## src/rtl/cpu_pkg.sv

```systemverilog
// Shared CPU definitions: opcodes, instruction field layout, memory size and loader FSM states.
// The PAD state only exists when PROG_LOADER_HALT_PAD_EN is defined.
package cpu_pkg;

    localparam int INST_W     = 20;
    localparam int IMEM_DEPTH = 32;

    localparam logic [1:0] OP_ADD  = 2'b00;
    localparam logic [1:0] OP_SUB  = 2'b01;
    localparam logic [1:0] OP_MUL  = 2'b10;
    localparam logic [1:0] OP_HALT = 2'b11;

    localparam int OP_MSB   = 19;
    localparam int OP_LSB   = 18;
    localparam int SRC1_MSB = 17;
    localparam int SRC1_LSB = 12;
    localparam int SRC2_MSB = 11;
    localparam int SRC2_LSB = 6;
    localparam int DST_MSB  = 5;
    localparam int DST_LSB  = 0;

    localparam logic [INST_W-1:0] HALT_WORD = {OP_HALT, 18'h00000};

    typedef enum logic [2:0] {
        IDLE = 3'd0,
        LOAD = 3'd1,
`ifdef PROG_LOADER_HALT_PAD_EN
        PAD  = 3'd2,
`endif
        RUN  = 3'd3,
        DONE = 3'd4
    } loader_state_e;

`ifdef PROG_LOADER_HALT_PAD_EN
    localparam loader_state_e LOAD_EXIT = PAD;
`else
    localparam loader_state_e LOAD_EXIT = RUN;
`endif

    function automatic logic is_busy(input loader_state_e s);
        logic b;
        case (s)
            LOAD, RUN: b = 1'b1;
`ifdef PROG_LOADER_HALT_PAD_EN
            PAD:       b = 1'b1;
`endif
            default:   b = 1'b0;
        endcase
        return b;
    endfunction

endpackage

```

## src/rtl/inst_assembler.sv

```systemverilog
// Packs three little-endian host bytes into one instruction word; byte2 supplies only its low nibble.
module inst_assembler #(
    parameter int INST_W = 20
) (
    input  logic              clk,
    input  logic              rst,
    input  logic              clear,
    input  logic              take,
    input  logic              last,
    input  logic [7:0]        byte_in,
    output logic              word_done,
    output logic [INST_W-1:0] word
);
    import cpu_pkg::*;

    logic [1:0] idx_q, idx_d;
    logic [7:0] b0_q, b0_d;
    logic [7:0] b1_q, b1_d;

    // Byte index advance; a last flag on a partial word drops it and rewinds the index.
    always_comb begin
        idx_d = idx_q;
        b0_d  = b0_q;
        b1_d  = b1_q;
        if (clear) begin
            idx_d = 2'd0;
        end else if (take) begin
            case (idx_q)
                2'd0: begin
                    b0_d  = byte_in;
                    idx_d = last ? 2'd0 : 2'd1;
                end
                2'd1: begin
                    b1_d  = byte_in;
                    idx_d = last ? 2'd0 : 2'd2;
                end
                default: idx_d = 2'd0;
            endcase
        end else begin
            idx_d = idx_q;
        end
    end

    // Byte index and low-byte holding registers.
    always_ff @(posedge clk or negedge rst) begin
        if (!rst) begin
            idx_q <= 2'd0;
            b0_q  <= 8'h00;
            b1_q  <= 8'h00;
        end else begin
            idx_q <= idx_d;
            b0_q  <= b0_d;
            b1_q  <= b1_d;
        end
    end

    assign word_done = take && (idx_q == 2'd2);
    assign word      = {byte_in[INST_W-17:0], b1_q, b0_q};

endmodule

```

## src/rtl/prog_loader.sv

```systemverilog
// Program loader: writes host bytes into instruction memory, then runs the CPU until it halts.
// Define PROG_LOADER_HALT_PAD_EN to append a HALT word after every complete program.
module prog_loader #(
    parameter int INST_W     = 20,
    parameter int IMEM_DEPTH = 32
) (
    input  logic                        clk,
    input  logic                        rst,
    input  logic                        start,
    input  logic                        host_valid,
    input  logic [7:0]                  host_data,
    input  logic                        host_last,
    output logic                        host_ready,
    output logic                        inst_wr_en,
    output logic [$clog2(IMEM_DEPTH)-1:0] inst_wr_addr,
    output logic [INST_W-1:0]           inst_wr_data,
    output logic                        cpu_run,
    input  logic                        cpu_halted,
    output logic                        busy,
    output logic                        done,
    output logic                        err,
    output logic [$clog2(IMEM_DEPTH):0] inst_count
);
    import cpu_pkg::*;

    localparam int ADDR_W = $clog2(IMEM_DEPTH);
    localparam int CNT_W  = ADDR_W + 1;
    localparam logic [CNT_W-1:0] DEPTH_C = CNT_W'(IMEM_DEPTH);

    loader_state_e     state_q, state_d;
    logic              host_ready_q, host_ready_d;
    logic              wr_en_q, wr_en_d;
    logic [ADDR_W-1:0] wr_addr_q, wr_addr_d;
    logic [INST_W-1:0] wr_data_q, wr_data_d;
    logic              cpu_run_q, cpu_run_d;
    logic              busy_q, busy_d;
    logic              done_q, done_d;
    logic              err_q, err_d;
    logic [CNT_W-1:0]  count_q, count_d;

    logic              take_s;
    logic              start_ok_s;
    logic              room_s;
    logic              word_done_s;
    logic [INST_W-1:0] word_s;

    assign take_s     = host_valid && host_ready_q;
    assign start_ok_s = start && ((state_q == IDLE) || (state_q == DONE));
    assign room_s     = (count_q < DEPTH_C);

    inst_assembler #(.INST_W(INST_W)) u_asm (
        .clk       (clk),
        .rst       (rst),
        .clear     (start_ok_s),
        .take      (take_s),
        .last      (host_last),
        .byte_in   (host_data),
        .word_done (word_done_s),
        .word      (word_s)
    );

    // Next-state, write strobe, address/count and error logic.
    always_comb begin
        state_d   = state_q;
        wr_en_d   = 1'b0;
        wr_addr_d = wr_addr_q;
        wr_data_d = wr_data_q;
        err_d     = err_q;
        count_d   = count_q;
        case (state_q)
            IDLE, DONE: begin
                if (start) begin
                    state_d   = LOAD;
                    wr_addr_d = {ADDR_W{1'b0}};
                    count_d   = {CNT_W{1'b0}};
                    err_d     = 1'b0;
                end else begin
                    state_d = state_q;
                end
            end
            LOAD: begin
                if (word_done_s) begin
                    if (room_s) begin
                        wr_en_d   = 1'b1;
                        wr_addr_d = count_q[ADDR_W-1:0];
                        wr_data_d = word_s;
                        count_d   = count_q + {{(CNT_W-1){1'b0}}, 1'b1};
                    end else begin
                        err_d = 1'b1;
                    end
                    state_d = host_last ? LOAD_EXIT : LOAD;
                end else if (take_s && host_last) begin
                    err_d   = 1'b1;
                    state_d = DONE;
                end else begin
                    state_d = LOAD;
                end
            end
`ifdef PROG_LOADER_HALT_PAD_EN
            PAD: begin
                if (room_s) begin
                    wr_en_d   = 1'b1;
                    wr_addr_d = count_q[ADDR_W-1:0];
                    wr_data_d = INST_W'(HALT_WORD);
                    count_d   = count_q + {{(CNT_W-1){1'b0}}, 1'b1};
                end else begin
                    wr_en_d = 1'b0;
                end
                state_d = RUN;
            end
`endif
            RUN: begin
                // Halted is only trusted once the CPU has actually been released to run.
                if (cpu_run_q && cpu_halted) begin
                    state_d = DONE;
                end else begin
                    state_d = RUN;
                end
            end
            default: state_d = IDLE;
        endcase
    end

    // Status flags are registered views of the upcoming state.
    always_comb begin
        host_ready_d = (state_d == LOAD);
        busy_d       = is_busy(state_d);
        done_d       = (state_d == DONE);
        cpu_run_d    = (state_q == RUN) && (state_d == RUN);
    end

    // Single state and output register bank.
    always_ff @(posedge clk or negedge rst) begin
        if (!rst) begin
            state_q      <= IDLE;
            host_ready_q <= 1'b0;
            wr_en_q      <= 1'b0;
            wr_addr_q    <= {ADDR_W{1'b0}};
            wr_data_q    <= {INST_W{1'b0}};
            cpu_run_q    <= 1'b0;
            busy_q       <= 1'b0;
            done_q       <= 1'b0;
            err_q        <= 1'b0;
            count_q      <= {CNT_W{1'b0}};
        end else begin
            state_q      <= state_d;
            host_ready_q <= host_ready_d;
            wr_en_q      <= wr_en_d;
            wr_addr_q    <= wr_addr_d;
            wr_data_q    <= wr_data_d;
            cpu_run_q    <= cpu_run_d;
            busy_q       <= busy_d;
            done_q       <= done_d;
            err_q        <= err_d;
            count_q      <= count_d;
        end
    end

    assign host_ready   = host_ready_q;
    assign inst_wr_en   = wr_en_q;
    assign inst_wr_addr = wr_addr_q;
    assign inst_wr_data = wr_data_q;
    assign cpu_run      = cpu_run_q;
    assign busy         = busy_q;
    assign done         = done_q;
    assign err          = err_q;
    assign inst_count   = count_q;

endmodule

```

## config.mk

```make
export PLATFORM = sky130hd
export DESIGN_NAME = prog_loader
export DESIGN_NICKNAME = d
export VERILOG_FILES = /design/src/rtl/cpu_pkg.sv /design/src/rtl/inst_assembler.sv /design/src/rtl/prog_loader.sv
export SDC_FILE = /design/constraint.sdc
export NUM_CORES = 1
export LEC_CHECK = 0
export BUFFER_PORTS_ARGS = -buffer_cell sky130_fd_sc_hd__buf_4
export CORE_MARGIN = 3
export CORE_UTILIZATION = 48
export CTS_CLUSTER_DIAMETER = 60
export CTS_CLUSTER_SIZE = 12
export DETAILED_ROUTE_END_ITERATION = 6
export GPL_ROUTABILITY_DRIVEN = 0
export PLACE_DENSITY_LB_ADDON = 0.1
export SLEW_MARGIN = 20
export SYNTH_ARGS = -nofsm -noshare
export SYNTH_HDL_FRONTEND = slang
export SYNTH_HIERARCHICAL = 1
export SYNTH_SLANG_ARGS = --single-unit
```

## constraint.sdc

```tcl
create_clock -name clk -period 1.9 [get_ports clk]
set_input_delay 0.285 -clock clk [delete_from_list [all_inputs] [get_ports clk]]
set_output_delay 0.285 -clock clk [all_outputs]
set_load 0.03 [all_outputs]
```

## Word-level counts from Yosys, hierarchy flattened

Cells that the tools add are included.

| word-level totals | value |
|---|---|
| bits of input ports | 14 |
| latch bits | 0 |
| output and inout bits | 37 |
| RAM bits | 0 |
| word-level logic and storage cells | 75 |
| memories | 0 |
| register bits after elaboration | 58 |
| bits in read-only memories | 0 |

| operators by class | value |
|---|---|
| equal/unequal tests | 13 |
| shift operators | 0 |
| muxes and demuxes | 28 |
| bitwise gates (word level) | 1 |
| $mul | 0 |
| divide/modulo/power cells | 0 |
| add/subtract/negate cells | 1 |
| $lt $le $gt $ge | 1 |
| reduce and logical (&&, ||, !) cells | 18 |

Operators with widths:

| kind | count |
|---|---|
| 2-to-1 mux 6 bit | 3 |
| 2-to-1 mux 5 bit | 3 |
| 2-to-1 mux 3 bit | 4 |
| case mux 6 bit (2 select lines) | 1 |
| case mux 5 bit (2 select lines) | 1 |
| 2-to-1 mux 1 bit | 9 |
| case mux 3 bit (3 select lines) | 1 |
| AND reduction 3 bit | 3 |
| 2-to-1 mux 2 bit | 4 |
| AND reduction 4 bit | 2 |
| adder 6 x 1 -> 6 bit, second input constant | 1 |
| == test 3 x 1 -> 1 bit, second input constant | 2 |
| == test 3 x 2 -> 1 bit, second input constant | 2 |
| == test 3 bit, second input constant | 2 |
| logical AND 1 bit | 6 |
| < comparator 6 bit, second input constant | 1 |
| != test 2 bit, second input constant | 2 |
| case mux 2 bit (2 select lines) | 1 |
| nonzero test 2 bit | 2 |
| OR reduction 2 bit | 2 |
| zero test 3 bit | 1 |
| != test 3 x 2 -> 1 bit, second input constant | 1 |
| != test 3 bit, second input constant | 1 |
| == test 2 x 1 -> 1 bit, second input constant | 1 |
| 6 further kinds | 6 |

## Depth between registers and ports, before layout

Gate-level depths: netlist (run 1).

| logic depth | value |
|---|---|
| depth after elaboration | 8 |
| mapped depth | 7 |
| mapped depth without buffers | 5 |

## Modules after synthesis

Netlist (run 1), hierarchy kept.

Modules (own cells, without submodules):

| module | area each (um^2) | cells an instance | instances |
|---|---|---|---|
| prog_loader | 1682.9 | 121 | 1 |
| inst_assembler | 755.7 | 48 | 1 |

## Worst setup path after synthesis (run 1)

No wires, ideal clock.

| timing | value |
|---|---|
| path type | register to register |
| start | register host_ready_q (netlist: host_ready) |
| end | register wr_data_q[16] (netlist: inst_wr_data[16]) |
| stages on the path, launching flop included | 7 |
| period minus slack after synthesis | 2045 ps |
| setup time | 125 ps |
| path slack | -145 ps |
| path buffers | 1 |
| arrival time | 1920 ps |
| cell sequence | dfrtp_1 -> and2_1 -> and3b_1 -> nand4bb_4 -> nor2_8 -> buf_4 -> mux2_2 |

| on the way | value |
|---|---|
| cells in the longest elaborated chain, start to end | 3 |

RTL lines:

| item | line | source |
|---|---|---|
| from (decl) | prog_loader.sv:31 | `logic host_ready_q, host_ready_d;` |
| from (signal assigned) | prog_loader.sv:147 | `host_ready_q <= host_ready_d;` |
| logical AND 1 bit | prog_loader.sv:47 | `assign take_s = host_valid && host_ready_q;` |
| named net take_s | prog_loader.sv:41 | `logic take_s;` |
| logical AND 1 bit | inst_assembler.sv:57 | `assign word_done = take && (idx_q == 2'd2);` |
| named net word_done_s | prog_loader.sv:44 | `logic word_done_s;` |
| AND reduction 3 bit (no source line) | - |  |
| to (signal assigned) | prog_loader.sv:139 | `wr_data_q <= {INST_W{1'b0}};` |
| to (signal assigned) | prog_loader.sv:150 | `wr_data_q <= wr_data_d;` |
| to (decl) | prog_loader.sv:34 | `logic [INST_W-1:0] wr_data_q, wr_data_d;` |

The timed path passes the listed nets, and every way through them passes these cells.
A chain may end at the register's enable or synchronous reset.

## Worst setup path after layout (run 1)

| timing | value |
|---|---|
| start | register host_ready_q (netlist: host_ready) |
| end | register wr_data_q[2] (netlist: inst_wr_data[2]) |

Same word-level chain as after synthesis.

==> flow_summary.rst, run 1 <==
.. list-table::
   :header-rows: 1

   * - Metric
     - Value
   * - Run status
     - finished, final reports clean
   * - Worst max-slew margin expressed relative to the limit
     - 53.33%
   * - DRC marker count from the first detailed-route iteration
     - 60
   * - Number of enable flip-flop cells after synthesis
     - 0
   * - Residual DRC
     - 0
   * - Pwr Density
     - 1551 nW/um2
   * - Area leader, netlist
     - dfrtp_1
   * - Reg2Reg Capture Point
     - inst_wr_data[2]
   * - Internal Power
     - 3.218 mW
   * - Number of distinct library cells after synthesis
     - 38
   * - Routed WL per cell
     - roughly 16 um
   * - Setup skew after layout
     - 12.21 ps
   * - Clock network fraction of design power
     - 25.6%
   * - Maximum fanout along the worst path
     - 11
   * - RSZ-0062 raised after global routing
     - yes
   * - Design area
     - 3118 um2
   * - Minimum hold slack
     - between 0.9 and 1 ps
   * - Cell area after placement
     - approximately 2900 um2
   * - Pin count of the biggest net entering global routing
     - 59
   * - GR Overflow Total
     - 0
   * - Startpoint type of the worst setup path
     - flip-flop
   * - Dominant cell by count in the synthesized netlist
     - dfrtp_1
   * - Number of warnings issued by yosys
     - 6
   * - Die Area
     - 5971 um2
   * - Switching share of power
     - 33.45%
   * - Worst slew pin tran
     - ~700 ps
   * - Async SR Flop Fraction
     - 100.0%
   * - Hold Vio Cnt, Final
     - 0
   * - Worst-case clock buffer depth
     - 2
   * - Number of global-route vias before repair
     - ~1600
   * - Overall power after layout
     - 4.836 mW
   * - Clock network latency to the later pin of the worst-skew pair
     - ~340 ps
   * - Most used flip-flop cell after synthesis
     - dfrtp_1
   * - Category of the worst setup path capture point
     - flip-flop
   * - Setup slack, reg-to-reg
     - 60 ps
   * - Height of the die
     - 77.28 um
   * - Seq pwr share
     - roughly two fifths
   * - Number of cells on the worst reg-to-reg path
     - 5
   * - Number of setup buffers added after CTS
     - 0
   * - Overall routing resource usage
     - 17.56%
   * - Post-Syn Instances
     - 169
   * - Final ANT Viol Nets
     - 0
   * - Post-synthesis average cell area
     - 14.43 um2
   * - First-pass GRT wire length
     - between 8000 and 9000 um
   * - Cts-stage hold buffer count
     - 0
   * - Number of vias per cell after detailed routing
     - 5.180
   * - Floorplan core area
     - 4817 um2
   * - Area growth from synthesis to layout
     - 27.86%
   * - Clock Sink Count
     - 58
   * - DR vias
     - between 1500 and 2000
   * - Net count of the mapped netlist
     - 184
   * - Hold Crit Class
     - in -> async
   * - Startpoint of the most critical register-to-register path
     - host_ready
   * - Cell area after synthesis
     - 2439 um2
   * - Number of cells in the finished layout apart from fillers
     - 300
   * - Port buffer count
     - 50
   * - Diodes inserted
     - 0
   * - Type of the worst setup path
     - reg -> reg
   * - CTS tree
     - built
   * - Number of cells in the design after placement
     - 282
   * - Post-detailed-routing wire length
     - around 4800 um
   * - CTS HTree Levels
     - 3
   * - Register clock-pin slew on the reported worst setup and hold paths
     - roughly 70 ps
   * - Register bit total from synthesis
     - 58
   * - Cts bufs inserted
     - 9
   * - Switching power total
     - 1.618 mW
   * - Half-perimeter wire length after detailed placement
     - 3242 um
   * - Final count of negative-setup-slack endpoints
     - 0
   * - Worst vdd ir
     - 0.9498 mV
   * - Period utilization
     - 96.87%
   * - Initial antenna violation count
     - 0
   * - Maximum achievable frequency
     - ~540 MHz
   * - Post-CTS sizing
     - 0
   * - Core utilization of the finished layout
     - 64.73%
   * - Arrival time of data at the critical path endpoint
     - around 2100 ps
   * - P_leak
     - 1.502 nW
   * - Maximum capacitance violations
     - 0
   * - Fraction of power consumed by combinational cells
     - around a third
   * - Final count of pins violating max slew
     - 0
   * - Chip Width
     - 77.28 um
   * - I/O pin count
     - a little over 50
   * - Area contributors post-synth
     - dfrtp_1 60%, mux2_2 17%, a22o_1 2.5%, buf_4 1.5%, nand2_1 1.4%
   * - Area share of the largest cell type after synthesis
     - 59.52%
   * - Commonest cells in the synthesized netlist
     - 58 x dfrtp_1, 37 x mux2_2, 9 x nand2_1
   * - FP Rows
     - 25
   * - Number of search-and-repair iterations in the first detailed-routing pass
     - 4
   * - Final nets
     - 243
   * - Post-synthesis sequential area ratio
     - 59.52%
   * - Worst endpoint required time
     - 2110 ps
   * - Clock root cell
     - clkbuf_8
   * - Fraction of layout cells with a size suffix above 1
     - about half
   * - Final critical-path required period
     - 1841 ps
   * - Initial cell density of the core
     - 50.62%
==> stage by stage <==
step	worst slack [ps]	setup TNS, ps
after CTS	3.566	0
after global routing	-27.91	-183.4
after global placement	72.54	0
after detailed placement	-1.701	-2.041
final	59.41	0
after floorplan	25.90	0
==> worst max-delay path, stage by stage, from the launching register on <==
cell       delay, ps
dfrtp_2          390
and2_4           180
and3b_2          270
nand4bb_4        230
nor2_8           290
mux2_2           370
==> registers in the layout, summed over array words and instances (netlist names) <==
signal and flops:
state_q 3, u_asm/b0_q 8, inst_count 6, inst_wr_addr 5, cpu_run 1, err 1, busy 1, inst_wr_en 1
done 1, u_asm/b1_q 8, inst_wr_data 20, u_asm/idx_q 2, host_ready 1
==> cell usage in the layout (no fill, tap or decap), drive strengths merged <==
cell type / count
a211oi: 2
a21boi: 1
a21o: 1
a21oi: 5
a22o: 7
a311oi: 1
and2: 1
and3: 1
and3b: 1
and4b: 1
and4bb: 1
buf: 57
bufinv: 2
clkbuf: 11
clkinv: 2
clkinvlp: 1
dfrtp: 58
ha: 1
inv: 2
mux2: 37
mux2i: 2
nand2: 9
nand2b: 4
nand3: 5
nand3b: 1
nand4bb: 3
nor2: 4
nor2b: 1
nor3b: 1
nor4b: 1
o211ai: 1
o22ai: 2
o311ai: 1
o31ai: 1
or2b: 2
or3b: 1
or4b: 1
==> routing by layer <==
| metal | up-vias | share of wire (%) | routed length (um) | GRT usage (%) |
|---|---|---|---|---|
| met5 | - | 0 | 0 | 0 |
| met4 | 0 | 1.9 | 93 | 9.609 |
| met3 | 8 | 4.5 | 217 | 5.164 |
| met2 | 42 | 50 | 2368 | 27.55 |
| met1 | 776 | 44 | 2103 | 21.73 |
| li1 | 728 | - | - | - |
==> area by class of cell <==
type	count	area (um2)
sequential	58	1453
tap	67	83.83
clock buffer	11	141.4
timing repair buffer	57	440.4
multi-input combinational	100	914.6
clock inverter	5	77.57
fill	407	1699
inverter	2	7.507
==> kinds of logic (layout without fill, tap and decap cells) <==
| group | Yosys count | count (layout) | share of synthesized area, % |
|---|---|---|---|
| compound gates | 22 | 22 | 6.619 |
| fa+ha+maj | 1 | 1 | 0.5130 |
| buf+inv | 12 | 75 | 3.591 |
| flops | 58 | 58 | 59.52 |
| mux | 39 | 39 | 17.91 |
| simple gates | 37 | 38 | 11.85 |
==> how the worst max path moves through the flow <==
stage / start / end / slack [ps]
finish: host_ready / inst_wr_data[2] / 60
CTS: host_ready / inst_wr_data[2] / 4
global route: host_ready / inst_wr_data[2] / -30
floorplan: host_ready / inst_wr_data[16] / 30
global placement: host_valid / inst_wr_data[11] / 70
detailed placement: host_valid / inst_wr_data[14] / -2
==> power groups by stage <==
stage | logic (mW) | registers [mW] | clock network, mW
2_1_floorplan | 0.649 | 2.34 | 0
3_3_place_gp | 1.66 | 1.90 | 0
3_5_place_dp | 1.71 | 1.93 | 0
4_1_cts | 1.71 | 1.91 | 1.27
5_1_grt | 1.81 | 1.96 | 1.32
6_report | 1.69 | 1.91 | 1.24
No activity file was read; power rests on OpenSTA's default activity.
==> inputs of run 2 (changes only) <==
PLACE_DENSITY = 0.74   (was not set)
PLACE_DENSITY_LB_ADDON = not set   (was 0.1)
clock period = 1.6 ns   (was 1.9 ns; I/O delays follow)
==> flow_summary.rst, run 2 (synthesis gave the netlist of run 1 again) <==
.. list-table::
   :header-rows: 1

   * - Metric
     - Value
   * - Maximum fanout along the worst path
     - 12
   * - Commonest cells after routing, fill and taps aside
     - 66 x buf_4, 57 x dfrtp_1, 27 x mux2_4
   * - Run status
     - finished, violations left
   * - Die Area
     - 5971 um2
   * - Half-perimeter wire length after detailed placement
     - 3550 um
   * - Fraction of layout cells with a size suffix above 1
     - about 56%
   * - Maximum capacitance violations
     - 0
   * - Category of the worst setup path capture point
     - flip-flop
   * - Fraction of power consumed by combinational cells
     - 40.3%
   * - P_leak
     - around 1.6 nW
   * - Switching share of power
     - 34.28%
   * - Hold Vio Cnt, Final
     - 0
   * - Pin count of the biggest net entering global routing
     - 59
   * - Startpoint type of the worst setup path
     - flip-flop
   * - DP Worst Slack
     - -183.0 ps
   * - Setup skew after layout
     - between 8 and 9 ps
   * - Core utilization of the finished layout
     - 69.87%
   * - Port buffer count
     - 50
   * - Leading cell type in the layout, fill and taps excluded
     - buf_4
   * - Violated checks
     - setup timing
   * - Final count of pins violating max slew
     - 0
   * - I/O pin count
     - between 50 and 60
   * - Type of the worst setup path
     - reg -> reg
   * - DR vias
     - ~1600
   * - Area growth from synthesis to layout
     - 38.02%
   * - RSZ-0062 raised after global routing
     - yes
   * - Minimum setup slack in the final design
     - -59.53 ps
   * - Number of search-and-repair iterations in the first detailed-routing pass
     - 4
   * - Internal Power
     - 3.912 mW
   * - Seq pwr share
     - between 30% and 40%
   * - Worst-case clock buffer depth
     - 2
   * - Maximum achievable frequency
     - 602.6 MHz
   * - Final ANT Viol Nets
     - 0
   * - Overall power after layout
     - roughly 6.0 mW
   * - Floorplan core area
     - 4817 um2
   * - Worst hold stages
     - 2
   * - Final nets
     - 257
   * - CTS HTree Levels
     - 3
   * - Clock root cell
     - clkbuf_8
   * - DRC marker count from the first detailed-route iteration
     - 67
   * - Period utilization
     - 103.7%
   * - Initial antenna violation count
     - 0
   * - First-pass GRT wire length
     - 9045 um
   * - Number of cells in the finished layout apart from fillers
     - 314
   * - Register clock-pin slew on the reported worst setup and hold paths
     - about 60 ps
   * - Worst endpoint required time
     - 1810 ps
   * - Number of cells in the design after placement
     - 294
   * - CTS tree
     - built
   * - Number of global-route vias before repair
     - 1800
   * - Clock Sink Count
     - 58
   * - Overall routing resource usage
     - 19.80%
   * - Clock network fraction of design power
     - 21.4%
   * - Final critical-path required period
     - 1660 ps
   * - Switching power total
     - between 2 and 2.5 mW
   * - Clock network latency to the later pin of the worst-skew pair
     - 330 ps
   * - Residual DRC
     - 0
   * - Hold Crit Class
     - in -> reg
   * - Cts bufs inserted
     - 9
   * - Diodes inserted
     - 0
   * - Post-detailed-routing wire length
     - 5379 um
   * - Arrival time of data at the critical path endpoint
     - 1870 ps
   * - Pwr Density
     - 1769 nW/um2
   * - Number of cells on the worst reg-to-reg path
     - 6
   * - Worst max-slew margin expressed relative to the limit
     - 77.24%
   * - Height of the die
     - 77.28 um
   * - Flip-flop count of the largest register, all copies and words added
     - 20
   * - Initial cell density of the core
     - 50.62%
   * - Worst vdd ir
     - 1.107 mV
   * - Final sum of negative setup slack
     - -413.2 ps
   * - Worst slew pin tran
     - 336.1 ps
   * - Chip Width
     - just under 80 um
   * - Final count of negative-setup-slack endpoints
     - 14
   * - Routed WL per cell
     - 17.13 um
   * - FP Rows
     - 25
   * - Number of vias per cell after detailed routing
     - between 5 and 6
   * - GR Overflow Total
     - 0
==> run 2: cell types whose count changed in the layout (fill, tap and decap cells not counted), sizes merged <==
cell / delta
buf: +14
bufinv: -1
clkbuf: -1
clkinv: +2
dlygate4sd3: +1
nor2: -1
==> run 2: per-stage QoR <==
stage,hold slack (ps),cell area (um2)
2_1_floorplan,-55.59,2490
3_3_place_gp,239.8,3044
3_5_place_dp,249.3,3044
4_1_cts,131.7,3318
5_1_grt,137.5,3366
6_report,149.5,3366
==> run 2: layout make-up <==
cell class | count | area [um2]
flip-flops and latches | 58 | 1453
clock inverters | 6 | 57.56
well taps | 67 | 83.83
fillers | 354 | 1451
repair buffers | 72 | 588.1
inverters | 2 | 10.01
multi-input cells | 99 | 1046
clock buffers | 10 | 127.6
==> run 2: final timing paths <==
check | start | end | slack, ps
max | host_ready | inst_wr_data[7] | -60
min | host_data[4] | u_asm/b0_q[4] | 150
max reg2reg | host_ready | inst_wr_data[7] | -60
min reg2reg | err | err | 500
max in group asynchronous | rst | inst_wr_data[7] | 890
min in group asynchronous | rst | inst_wr_en | 440
==> run 2: power groups by stage <==
stage,clock (mW),combinational [mW],sequential (mW)
finish,1.28,2.40,2.28
global route,1.38,2.54,2.36
CTS,1.31,2.35,2.27
detailed placement,0,2.25,2.28
global placement,0,2.18,2.24
floorplan,0,0.872,2.79
==> run 2: timing repair <==
action                     in CTS  in global routing
hold buffers                    1                  0
pin swaps                       6                  0
hold endpoints to repair       58                  0
resized for setup              18                 11
buffers inserted                4                  1
setup endpoints to repair      46                 34
==> run 2: metal layers <==
metal,vias up,global-route usage [%],routed length (um)
met4,0,8.185,58
met5,-,0,0
met2,41,31.87,2629
li1,756,-,-
met1,844,24.09,2395
met3,7,7.160,296
==> run 2: critical path: stages (launching register included) <==
cell       delay [ps]
dfrtp_2           360
and2_4            130
and3b_2           220
nand4bb_4         160
nor2_8            160
buf_12            170
mux2_2            340
